File: src/rtl/lcd_init_seq.sv
// lcd_init_seq: power-up initialisation sequencer for an 8080-style 8-bit LCD.
// Pulses the panel hardware reset, then plays a fixed command/data/delay table
// on its own cs/dc/wr/data bus and finally raises init_done_o.
// Optional build macro LCD_INIT_AUTOSTART_EN: the first cycle after reset
// release acts as an implicit START_I.
module lcd_init_seq #(
    parameter int unsigned WR_LOW_CYC     = 2,
    parameter int unsigned WR_HIGH_CYC    = 2,
    parameter int unsigned HW_RST_CYC     = 500000,
    parameter int unsigned HW_WAIT_CYC    = 6000000,
    parameter int unsigned DELAY_UNIT_CYC = 50000
) (
    input  logic       SYS_CLK_I,
    input  logic       RESET_I,
    input  logic       START_I,
    output logic       lcd_rst_n_o,
    output logic       cs_o,
    output logic       dc_o,
    output logic       lcd_wr_o,
    output logic [7:0] data_o,
    output logic       busy_o,
    output logic       init_done_o
);

    localparam logic [2:0] S_IDLE   = 3'd0;
    localparam logic [2:0] S_HWRST  = 3'd1;
    localparam logic [2:0] S_HWWAIT = 3'd2;
    localparam logic [2:0] S_FETCH  = 3'd3;
    localparam logic [2:0] S_WRLO   = 3'd4;
    localparam logic [2:0] S_WRHI   = 3'd5;
    localparam logic [2:0] S_DELAY  = 3'd6;
    localparam logic [2:0] S_DONE   = 3'd7;

    localparam logic [1:0] T_CMD = 2'b00;
    localparam logic [1:0] T_DAT = 2'b01;
    localparam logic [1:0] T_DLY = 2'b10;
    localparam logic [1:0] T_END = 2'b11;

    // Last physical table slot; reaching it always terminates the sequence.
    localparam logic [3:0] TBL_LAST = 4'd9;

    localparam logic [31:0] RST_LAST  = 32'(HW_RST_CYC - 1);
    localparam logic [31:0] WAIT_LAST = 32'(HW_WAIT_CYC - 1);
    localparam logic [31:0] LO_LAST   = 32'(WR_LOW_CYC - 1);
    localparam logic [31:0] HI_LAST   = 32'(WR_HIGH_CYC - 1);
    localparam logic [39:0] DLY_UNIT  = 40'(DELAY_UNIT_CYC);

    // Fixed init table: {type[1:0], payload[7:0]}.
    function automatic logic [9:0] tbl_entry(input logic [3:0] idx);
        case (idx)
            4'd0:    tbl_entry = {T_CMD, 8'h01};  // software reset
            4'd1:    tbl_entry = {T_DLY, 8'd5};
            4'd2:    tbl_entry = {T_CMD, 8'h11};  // sleep out
            4'd3:    tbl_entry = {T_DLY, 8'd120};
            4'd4:    tbl_entry = {T_CMD, 8'h3A};  // pixel format
            4'd5:    tbl_entry = {T_DAT, 8'h55};  // 16 bpp
            4'd6:    tbl_entry = {T_CMD, 8'h36};  // memory access control
            4'd7:    tbl_entry = {T_DAT, 8'h48};
            4'd8:    tbl_entry = {T_CMD, 8'h29};  // display on
            default: tbl_entry = {T_END, 8'h00};
        endcase
    endfunction

    logic [2:0]  state_q, state_d;
    logic [31:0] cnt_q, cnt_d;
    logic [3:0]  idx_q, idx_d;
    logic        dc_q, dc_d;
    logic [7:0]  data_q, data_d;
    logic        rst_n_q, cs_q, wr_q, busy_q, done_q;

    logic [9:0]  entry;
    logic [1:0]  etype;
    logic [7:0]  payload;
    logic [39:0] dly_len;
    logic [39:0] dly_last;
    logic        start_w;

    assign entry    = tbl_entry(idx_q);
    assign etype    = (idx_q >= TBL_LAST) ? T_END : entry[9:8];
    assign payload  = entry[7:0];
    // Full-width product so large delay payloads never wrap.
    assign dly_len  = {32'd0, payload} * DLY_UNIT;
    assign dly_last = dly_len - 40'd1;

`ifdef LCD_INIT_AUTOSTART_EN
    logic armed_q;

    // Goes high one cycle after reset release; until then an implicit start is requested.
    always_ff @(posedge SYS_CLK_I or posedge RESET_I) begin
        if (RESET_I) armed_q <= 1'b0;
        else         armed_q <= 1'b1;
    end

    assign start_w = START_I | ~armed_q;
`else
    assign start_w = START_I;
`endif

    // Next-state logic for the sequencer FSM, counter, table index and bus byte.
    always_comb begin
        state_d = state_q;
        cnt_d   = cnt_q;
        idx_d   = idx_q;
        dc_d    = dc_q;
        data_d  = data_q;
        case (state_q)
            S_IDLE: begin
                if (start_w) begin
                    state_d = S_HWRST;
                    cnt_d   = '0;
                    idx_d   = '0;
                end
            end
            S_HWRST: begin
                if (cnt_q == RST_LAST) begin
                    state_d = S_HWWAIT;
                    cnt_d   = '0;
                end else begin
                    cnt_d = cnt_q + 32'd1;
                end
            end
            S_HWWAIT: begin
                if (cnt_q == WAIT_LAST) begin
                    state_d = S_FETCH;
                    cnt_d   = '0;
                end else begin
                    cnt_d = cnt_q + 32'd1;
                end
            end
            S_FETCH: begin
                cnt_d = '0;
                case (etype)
                    T_CMD, T_DAT: begin
                        state_d = S_WRLO;
                        dc_d    = etype[0];
                        data_d  = payload;
                    end
                    T_DLY: begin
                        // A zero-length delay just advances to the next entry.
                        if (payload == 8'd0) idx_d = idx_q + 4'd1;
                        else                 state_d = S_DELAY;
                    end
                    default: state_d = S_DONE;
                endcase
            end
            S_WRLO: begin
                if (cnt_q == LO_LAST) begin
                    state_d = S_WRHI;
                    cnt_d   = '0;
                end else begin
                    cnt_d = cnt_q + 32'd1;
                end
            end
            S_WRHI: begin
                if (cnt_q == HI_LAST) begin
                    state_d = S_FETCH;
                    cnt_d   = '0;
                    idx_d   = idx_q + 4'd1;
                end else begin
                    cnt_d = cnt_q + 32'd1;
                end
            end
            S_DELAY: begin
                if ({8'd0, cnt_q} == dly_last) begin
                    state_d = S_FETCH;
                    cnt_d   = '0;
                    idx_d   = idx_q + 4'd1;
                end else begin
                    cnt_d = cnt_q + 32'd1;
                end
            end
            S_DONE: begin
                if (start_w) begin
                    state_d = S_HWRST;
                    cnt_d   = '0;
                    idx_d   = '0;
                end
            end
            default: state_d = S_IDLE;
        endcase
    end

    // State registers; outputs are registered from the next state so they track it exactly.
    always_ff @(posedge SYS_CLK_I or posedge RESET_I) begin
        if (RESET_I) begin
            state_q <= S_IDLE;
            cnt_q   <= '0;
            idx_q   <= '0;
            dc_q    <= 1'b1;
            data_q  <= 8'h00;
            rst_n_q <= 1'b1;
            cs_q    <= 1'b1;
            wr_q    <= 1'b1;
            busy_q  <= 1'b0;
            done_q  <= 1'b0;
        end else begin
            state_q <= state_d;
            cnt_q   <= cnt_d;
            idx_q   <= idx_d;
            dc_q    <= dc_d;
            data_q  <= data_d;
            rst_n_q <= (state_d != S_HWRST);
            cs_q    <= !((state_d == S_WRLO) || (state_d == S_WRHI));
            wr_q    <= (state_d != S_WRLO);
            busy_q  <= !((state_d == S_IDLE) || (state_d == S_DONE));
            done_q  <= (state_d == S_DONE);
        end
    end

    assign lcd_rst_n_o = rst_n_q;
    assign cs_o        = cs_q;
    assign dc_o        = dc_q;
    assign lcd_wr_o    = wr_q;
    assign data_o      = data_q;
    assign busy_o      = busy_q;
    assign init_done_o = done_q;

endmodule

File: config.mk
export PLATFORM = sky130hd
export DESIGN_NAME = lcd_init_seq
export DESIGN_NICKNAME = d
export VERILOG_FILES = /design/src/rtl/lcd_init_seq.sv
export SDC_FILE = /design/constraint.sdc
export NUM_CORES = 1
export LEC_CHECK = 0
export BUFFER_PORTS_ARGS = -buffer_cell sky130_fd_sc_hd__buf_2
export CORE_MARGIN = 1.5
export CORE_UTILIZATION = 25
export DETAILED_ROUTE_END_ITERATION = 8
export PLACE_DENSITY = 0.5
export SLEW_MARGIN = 20
export SYNTH_ARGS = -nofsm -noshare
export SYNTH_HDL_FRONTEND = slang
export SYNTH_SLANG_ARGS = --single-unit
File: constraint.sdc
create_clock -name SYS_CLK_I -period 7.7 [get_ports SYS_CLK_I]
set_input_delay 0.385 -clock SYS_CLK_I [delete_from_list [all_inputs] [get_ports SYS_CLK_I]]
set_output_delay 0.385 -clock SYS_CLK_I [all_outputs]
set_load 0.005 [all_outputs]
==> results of run 1 <==
-- worst paths after layout --
check                      depth (start not counted)  slack [ns]        end
min                                                3        0.26  cnt_q[26]
max reg2reg                                       22        0.40   cnt_q[8]
min in group SYS_CLK_I                             2        0.48       dc_o
max                                               22        0.40   cnt_q[8]
min reg2reg                                        2        0.48       dc_o
max in group asynchronous                          3        6.98  data_o[4]
-- routing by layer --
metal | wire length [um] | GRT usage [%] | vias to the layer above
li1 | - | - | 2520
met1 | 7770 | 18.1 | 2346
met2 | 6580 | 21.0 | 62
met3 | 303 | 1.75 | 16
met4 | 314 | 3.88 | 0
met5 | 0 | 0 | -
-- repair_timing --
item,4_1_cts,5_1_grt
hold buffers,0,0
endpoints found under the setup margin,0,20
resized for setup,0,2
-- where the power goes --
part / internal, uW / total [uW] / switching, uW
sequential: 273 / 273 / 0
combinational: 1.01 / 7.62 / 6.62
clock: 155 / 266 / 111
total: 429 / 547 / 117
-- cells in the mapped netlist, drive strengths merged (4+ instances only) --
cell type,n
inv,62
ha,54
nand2,54
nor2,53
dfrtp,48
nand3,44
a21oi,36
xnor2,33
o21ai,32
clkbuf,26
nor3,23
and3,16
a21o,13
nand4,12
nor4,12
xor2,12
fa,10
a22o,9
buf,9
mux2,9
nand2b,9
o31ai,8
a31oi,7
o211ai,7
or3,7
or4,7
a211oi,6
mux2i,6
and4,4
dfstp,4
nor2b,4
o2111ai,4
o31a,4
-- layout make-up --
class,count,area (sq um)
fill,2429,16300
inverter,62,233
tap,285,357
timing repair buffer,25,150
clock inverter,2,38.8
sequential,52,1310
clock buffer,6,129
multi-input combinational,548,4030
-- metrics by stage --
stage / utilization, % / std cells
finish: 27.8 / 980
global route: 27.8 / 980
CTS: 27.7 / 979
detailed placement: 26.9 / 971
global placement: 26.9 / 971
floorplan: - / 696
-- state kept, by name, indices dropped and copies added (netlist names) --
name,count
busy_o,1
cnt_q,32
cs_o,1
data_o,7
dc_o,1
idx_q,4
init_done_o,1
lcd_rst_n_o,1
lcd_wr_o,1
state_q,3
-- cell families (layout without fill, tap and decap cells) --
group | after synthesis | after routing | synth area share (%)
muxes | 15 | 15 | 2.84
buffers and inverters | 97 | 95 | 6.66
adders and majority gates | 64 | 64 | 15.4
other | 1 | 1 | 0.0659
xor gates and xnor gates | 46 | 46 | 7.32
DFF | 52 | 52 | 22.9
AOI/OAI and AO/OA | 159 | 160 | 20.7
and+or+nand+nor | 262 | 262 | 24.1
-- critical path: cells and delay by family, from the launching register on --
family | cells | cell delay (ns)
compound gates | 8 | 2.71
mux | 1 | 0.11
simple gates | 4 | 1.07
buf+inv | 3 | 0.55
fa+ha+maj | 6 | 2.18
flops | 1 | 0.56
==> run metrics, run 1 <==
status finished clean; Routed WL per cell 15.3 um; Die ar. 23700 sq um; commonest non-fill, non-tap cells in the layout inv_1, ha_1, nand2_1, nor2_1, dfrtp_1; Fin Hold WS between 0.2 and 0.3 ns; HP Class input pin to asynchronous set/reset pin; critical path's slowest cell o31ai_1; Synth area leader dfrtp_1; clk slew on worst S/H paths 0.07 ns; CP cell instances inv_1 -> ha_1 -> mux2i_1 -> nor2_2 -> inv_1 -> ha_1 -> ha_1 -> fa_1 -> ha_1 -> ha_1 -> and2_4 -> a221o_1 -> o2111ai_1 -> a31oi_1 -> o31ai_1 -> nand4_1 -> or3_1 -> a211oi_2 -> a31oi_4 -> buf_4 -> a21o_1 -> a22o_1; CP Data Arrival Time ~7.5 ns; Primary FF master, synth dfrtp_1; I/O pin cnt 17; CP Launch Type flip-flop; TritonCTS clock tree built; Placeable Area ~23000 sq um; critical-path maximum fanout 13; cell area after layout around 6200 sq um; first-pass GRT wire length 25100 um; Avg Cell Area, Syn 8.18 sq um; Slew @ Worst Pin 0.807 ns; Min Clock Period, post-route around 7.3 ns; number of synthesized flops with an enable pin 0; Initial DRC Count 317; critical path required time 7.90 ns; Die Y around 150 um; Pwr Density between 80 and 90 nW/um^2; root buffer cell clkbuf_16; cts bufs inserted 5; port buffer count 15; final wirelength 15000 um; FFs w/ async S/R, synth 100%; P_leak ~0.0029 uW; DR pass1 iterations 7; post-place instance area 6060 sq um; Slowest Stage Delay on Critical Path approximately 0.7 ns; Synth Register Bits 52; RR Startpoint idx_q[0]; Via density 5.04; Seq/Total Area, Yosys between 20 and 25%; CTS Buffer Depth 2; starting density of the core between 20 and 30%; Syn Inst Count 696; Worst Skew around 0.0066 ns; Synth warnings 0; post-synth design cell area between 5000 and 6000 sq um; share of post-route cells with drive strength above 1 approximately a tenth; most common library cell in the layout ignoring fill and taps inv_1; FP Rows 55; worst setup margin 0.399 ns; Post-Syn Nets between 700 and 800; Slew headroom between 40 and 50%; Synth-to-Final Area Change 9.71%; post-CTS setup buffer count 0; ANT cells 0; Synth area leaders dfrtp_1, ha_1, xnor2_1; DRT antenna net count 0; Slew Viols, Final 0; gr ovfl total 0; synth unique cells 79; DRC 0; die width roughly 150 um; f_max around 140 MHz; All-Layer GR Usage approximately an eighth; CP Launch Point idx_q[0]; Worst path most repeated cell ha_1; vias post-DR 4944; Skew-Pair Late Insertion Delay 0.30 ns; nets 761; Hold Vio Cnt, Final 0; Worst VDD drop between 0.08 and 0.09 mV; crit path kind flip-flop to flip-flop; htree depth 2; crit share post-route a little over nine tenths; top-area cell type share of the netlist area between 20% and 30%; placer congestion estimate approximately 0.78; Sink Count 52; CP Capture Type flip-flop; vias in the first global route around 4900; Final setup viols 0; Place WS approximately 0.34 ns; DP HPWL roughly 12000 um; antenna violations before repair 0; setup TNS 0 ns; final total power about 550 uW; max-cap violation count 0; pin count of the biggest net entering global routing 53
Power figures use the tool's default switching activity.
==> run 2: changes to the inputs <==
- ABC_AREA: default -> 1
- HOLD_SLACK_MARGIN: default -> 0.15
==> run metrics, run 2 <==
fillers 2673 (was 2429); most common library cell in the layout ignoring fill and taps nand2_1 (was inv_1); I/O pin cnt 17 (unchanged); placer congestion estimate 0.899 (was 0.776); CTS Buffer Depth 2 (unchanged); unrepaired setup endpoints after global routing false; All-Layer GR Usage 14.3% (was 13.0%); DRC 0 (unchanged); root buffer cell clkbuf_16 (unchanged); starting density of the core 25.6% (was 25.3%); FP Rows 56 (was 55); critical path required time 7.89 ns (was 7.90 ns); vias post-DR 5839 (was 4944); DRT antenna net count 0 (unchanged); HP Class input pin to asynchronous set/reset pin (unchanged); CP Data Arrival Time 6.09 ns (was 7.50 ns); vias in the first global route 5587 (was 4867); Min Clock Period, post-route 5.90 ns (was 7.30 ns); Routed WL per cell 13.1 um (was 15.3 um); Top delay family on crit path adder cells (was compound AO/OA/AOI/OAI gates); most frequent cell after synthesis nand2_1 (was inv_1); crit share post-route 76.6% (was 94.8%); Slew Viols, Final 0 (unchanged); Slew headroom 42.5% (was 45.7%); Avg Cell Area, Syn 6.19 sq um (was 8.18 sq um); top-area cell type share of the netlist area 19.9% (was 21.1%); first-pass GRT wire length 28100 um (was 25100 um); Die ar. 25100 sq um (was 23700 sq um); CP Buf/Inv Count 6 (was 3); Synth Register Bits 52 (unchanged); TritonCTS clock tree built (unchanged); post-place instance area 6470 sq um (was 6060 sq um); pin count of the biggest net entering global routing 53 (unchanged); f_max 169 MHz (was 137 MHz); max-cap violation count 0 (unchanged); final wirelength 17100 um (was 15000 um); Primary FF master, synth dfrtp_1 (unchanged); Biggest register cnt_q (unchanged); commonest non-fill, non-tap cells in the layout nand2_1, inv_1, nor2_1, nand3_1, ha_1 (was inv_1, ha_1, nand2_1, nor2_1, dfrtp_1); status finished clean (unchanged); share of post-route cells with drive strength above 1 6.67% (was 9.78%); Synth warnings 0 (unchanged); crit path kind flip-flop to flip-flop (unchanged); Slew @ Worst Pin 0.857 ns (was 0.807 ns); antenna violations before repair 0 (unchanged); critical path's slowest cell fa_1 (was o31ai_1); PostCTS Resize Cnt 0 (unchanged); CP Launch Type flip-flop (unchanged); Worst path most repeated cell nand2_1 (was ha_1); post-synth design cell area 6040 sq um (was 5690 sq um); Post-CTS Hold Fix Bufs 0 (unchanged); Sink Count 52 (unchanged); top post-synthesis cells by count nand2_1, inv_1, nor2_1, nand3_1, ha_1 (was inv_1, ha_1, nand2_1, nor2_1, dfrtp_1); Seq/Total Area, Yosys 21.6% (was 22.9%); Initial DRC Count 404 (was 317); Final setup viols 0 (unchanged); number of synthesized flops with an enable pin 0 (unchanged); Multi-input gate area 3990 sq um (was 4030 sq um); Hold Vio Cnt, Final 0 (unchanged); die width 158 um (was 154 um); DR pass1 iterations 5 (was 7); Seq. cell area 1310 sq um (unchanged); cts bufs inserted 5 (unchanged); Placeable Area 23600 sq um (was 22500 sq um); Syn Inst Count 976 (was 696); setup TNS 0 ns (unchanged); gr ovfl total 0 (unchanged); FFs w/ async S/R, synth 100% (unchanged); Worst Skew 0.00567 ns (was 0.00656 ns); ANT cells 0 (unchanged); Slowest Stage Delay on Critical Path 0.55 ns (was 0.70 ns); Synth area leader dfrtp_1 (unchanged); Synth area leaders dfrtp_1, nand2_1, ha_1 (was dfrtp_1, ha_1, xnor2_1); Post-Syn Nets 1043 (was 763); synth unique cells 43 (was 79); post-CTS setup buffer count 0 (unchanged); htree depth 2 (unchanged); Synth-to-Final Area Change 9.75% (was 9.71%); max reg flops 32 (unchanged); port buffer count 15 (unchanged); nets 1055 (was 761); Die Y 158 um (was 154 um); cell area after layout 6630 sq um (was 6250 sq um); Via density 4.46 (was 5.04); Skew-Pair Late Insertion Delay 0.30 ns (about the same); CP Capture Type flip-flop (unchanged); clk slew on worst S/H paths 0.07 ns (about the same); DP HPWL 14200 um (was 11600 um); critical-path maximum fanout 9 (was 13)
==> run 2: cell count changes in the layout (fill, tap and decap cells not counted), sizes merged, moves of 13 or more <==
cell	delta
and3	-15
a21o	-13
inv	+118
nor2	+49
nand2	+263
xor2	+19
a21oi	-22
nand3	+48
xnor2	-32
==> run 2: worst paths after layout <==
| check | startpoint | depth (start not counted) | slack (ns) | endpoint |
|---|---|---|---|---|
| hold / removal | RESET_I | 3 | 0.27 | cnt_q[1] |
| hold reg to reg | data_o[6] | 2 | 0.47 | data_o[6] |
| setup / recovery | idx_q[0] | 31 | 1.80 | cnt_q[13] |
| setup reg to reg | idx_q[0] | 31 | 1.80 | cnt_q[13] |
| min in group SYS_CLK_I | data_o[6] | 2 | 0.47 | data_o[6] |
| max in group asynchronous | RESET_I | 3 | 6.96 | data_o[6] |
==> run 2: logic make-up after synthesis <==
kind of cell / share of synthesized area (%)
AOI/OAI and AO/OA: 5.94
buffers and inverters: 12.4
xor gates and xnor gates: 5.01
other: 0.0620
adders and majority gates: 14.5
DFF: 21.6
and+or+nand+nor: 40.5
==> run 2: routing by layer <==
layer | global-route usage [%] | share of wire [%] | vias to the layer above
li1 | - | - | 3067
met5 | 0 | 0 | -
met1 | 20.4 | 50 | 2637
met3 | 1.96 | 3.6 | 22
met2 | 22.9 | 45 | 113
met4 | 3.20 | 1.6 | 0
==> run 2: layout make-up <==
| cell class | count | area share [%] |
|---|---|---|
| sequential | 52 | 19.7 |
| multi-input combinational | 729 | 60.1 |
| tap | 319 | 6.02 |
| timing repair buffer | 16 | 1.24 |
| inverter | 184 | 10.4 |
| clock buffer | 6 | 1.94 |
| clock inverter | 2 | 0.585 |
==> run 2: per-stage QoR <==
stage / setup slack (ns) / hold WS, ns / instances / utilization [%]
global route: 1.19 / 0.333 / 1308 / 28.1
finish: 1.80 / 0.265 / 1308 / 28.1
floorplan: 2.63 / 0.465 / 976 / -
global placement: 1.82 / 0.455 / 1300 / 27.4
detailed placement: 1.80 / 0.458 / 1300 / 27.4
CTS: 1.77 / 0.298 / 1308 / 28.1
==> run 2: tightest hold or removal path, stage by stage <==
cell	delay [ns]
buf_2	0.10
inv_2	0.03
buf_4	0.55
Power of run 2 is not shown: default switching activity piles up to over one toggle a cycle in this logic, so the estimate is an artifact.
==> run 3: changes to the inputs <==
- ABC_AREA: 1 -> 0
- clock period: 7.7 -> 5.97 ns (I/O delays scaled with it)
==> run metrics, run 3 (synthesis results as in run 1) <==
DP HPWL 12900 um (was 14200 um); post-place instance area 7000 sq um (was 6470 sq um); CP Data Arrival Time 6.38 ns (was 6.09 ns); vias post-DR 5527 (was 5839); critical path's slowest cell fa_2 (was fa_1); TritonCTS clock tree built (unchanged); Synth-to-Final Area Change 33.6% (was 9.75%); most common library cell in the layout ignoring fill and taps buf_4 (was nand2_1); critical-path maximum fanout 7 (was 9); Slowest Stage Delay on Critical Path 0.55 ns (about the same); P_leak approximately 0.0036 uW; placer congestion estimate 0.829 (was 0.899); FP Rows 55 (was 56); htree depth 2 (unchanged); Post-CTS Hold Fix Bufs 0 (unchanged); Final setup viols 38 (was 0); CP Buf/Inv Count 7 (was 6); antenna violations before repair 0 (unchanged); Routed WL per cell 14.9 um (was 13.1 um); crit path kind flip-flop to flip-flop (unchanged); Biggest register cnt_q (unchanged); max reg flops 32 (unchanged); All-Layer GR Usage 14.6% (was 14.3%); Pwr Density slightly below 90 nW/um^2; commonest non-fill, non-tap cells in the layout buf_4, inv_1, nand2_1, nor2_1, dfrtp_1 (was nand2_1, inv_1, nor2_1, nand3_1, ha_1); CP Capture Type flip-flop (unchanged); worst setup margin -0.216 ns (was 1.80 ns); Slew @ Worst Pin 0.781 ns (was 0.857 ns); Die ar. 23700 sq um (was 25100 sq um); cell area after layout 7600 sq um (was 6630 sq um); max-cap violation count 0 (unchanged); Slew headroom 47.4% (was 42.5%); vias in the first global route 5515 (was 5587); Worst Skew 0.00924 ns (was 0.00567 ns); Initial DRC Count 269 (was 404); Place WS -0.383 ns (was 1.80 ns); ANT cells 0 (unchanged); critical path required time 6.17 ns (was 7.89 ns); starting density of the core 25.3% (was 25.6%); Worst VDD drop roughly 0.10 mV; die width 154 um (was 158 um); Placeable Area 22500 sq um (was 23600 sq um); Skew-Pair Late Insertion Delay 0.31 ns (was 0.30 ns); final wirelength 16600 um (was 17100 um); I/O pin cnt 17 (unchanged); pin count of the biggest net entering global routing 53 (unchanged); DRT antenna net count 0 (unchanged); unrepaired setup endpoints after global routing true (was false); HP Class input pin to asynchronous set/reset pin (unchanged); clk slew on worst S/H paths 0.07 ns (about the same); share of post-route cells with drive strength above 1 29.1% (was 6.67%); Sink Count 52 (unchanged); cts bufs inserted 5 (unchanged); port buffer count 15 (unchanged); failing checks negative setup slack; Fin Hold WS 0.186 ns (was 0.265 ns); CP Launch Type flip-flop (unchanged); f_max 162 MHz (was 169 MHz); CTS Buffer Depth 2 (unchanged); crit share post-route 104% (was 76.6%); gr ovfl total 0 (unchanged); first-pass GRT wire length 27900 um (was 28100 um); root buffer cell clkbuf_16 (unchanged); final total power approximately 670 uW; DR pass1 iterations 5 (unchanged); setup TNS -3.67 ns (was 0 ns); nets 899 (was 1055); Via density 4.94 (was 4.46); Hold Vio Cnt, Final 0 (unchanged); Die Y 154 um (was 158 um); Min Clock Period, post-route 6.19 ns (was 5.90 ns); Slew Viols, Final 0 (unchanged); Top delay family on crit path adder cells (unchanged); DRC 0 (unchanged); status finished, violations left (was finished clean)
[run 3: changes by cell type in the layout (fill, tap and decap cells not counted), sizes merged, moves of 15 or more]
cell   previous run  this run
nor2            102        53
xnor2             1        33
and3              1        16
buf              16       164
xor2             31        12
a21oi            14        36
inv             181        63
nand3            92        44
nand2           317        54
[run 3: final cells by class]
cell class	count	area (sq um)
fill	2336	14900
multi-input combinational	547	4270
sequential	52	1310
timing repair buffer	164	1280
tap	285	357
inverter	62	238
clock buffer	5	125
clock inverter	3	22.5
[run 3: routing by layer]
layer | track usage [%] | part of all wire [%] | up-vias
met5 | 0 | 0 | -
met4 | 3.88 | 1.5 | 0
met3 | 1.63 | 2.2 | 16
met2 | 25.7 | 49 | 69
met1 | 18.8 | 47 | 2658
li1 | - | - | 2784
[run 3: path summary, 6_finish.rpt]
kind	cells past startpoint	from	to	slack, ns
worst max-delay path	26	idx_q[0]	cnt_q[8]	-0.22
worst min-delay path	3	RESET_I	busy_o	0.19
worst max register to register	26	idx_q[0]	cnt_q[8]	-0.22
worst min register to register	2	dc_o	dc_o	0.49
max in group asynchronous	3	RESET_I	idx_q[0]	5.28
min in group SYS_CLK_I	2	dc_o	dc_o	0.49
[run 3: tightest hold or removal path, cell delays in order]
cell   delay, ns
buf_2       0.10
inv_2       0.03
buf_4       0.55
[run 3: timing repair]
action	in CTS	in global routing
resized for setup	43	15
setup endpoints to repair	41	41
gates cloned	2	0
setup buffers	17	3
pin swaps	13	6
[run 3: per-stage QoR]
step | instances | utilization [%]
2_1_floorplan | 696 | -
4_1_cts | 1115 | 33.4
3_5_place_dp | 1088 | 31.1
3_3_place_gp | 1088 | 31.1
5_1_grt | 1118 | 33.8
6_report | 1118 | 33.8
[run 3: report_power, final]
part	internal (uW)	total [uW]	switching [uW]	leakage, uW
combinational	1.30	10.0	8.73	0.00293
clock	158	310	152	0.0000742
sequential	352	352	0	0.000584
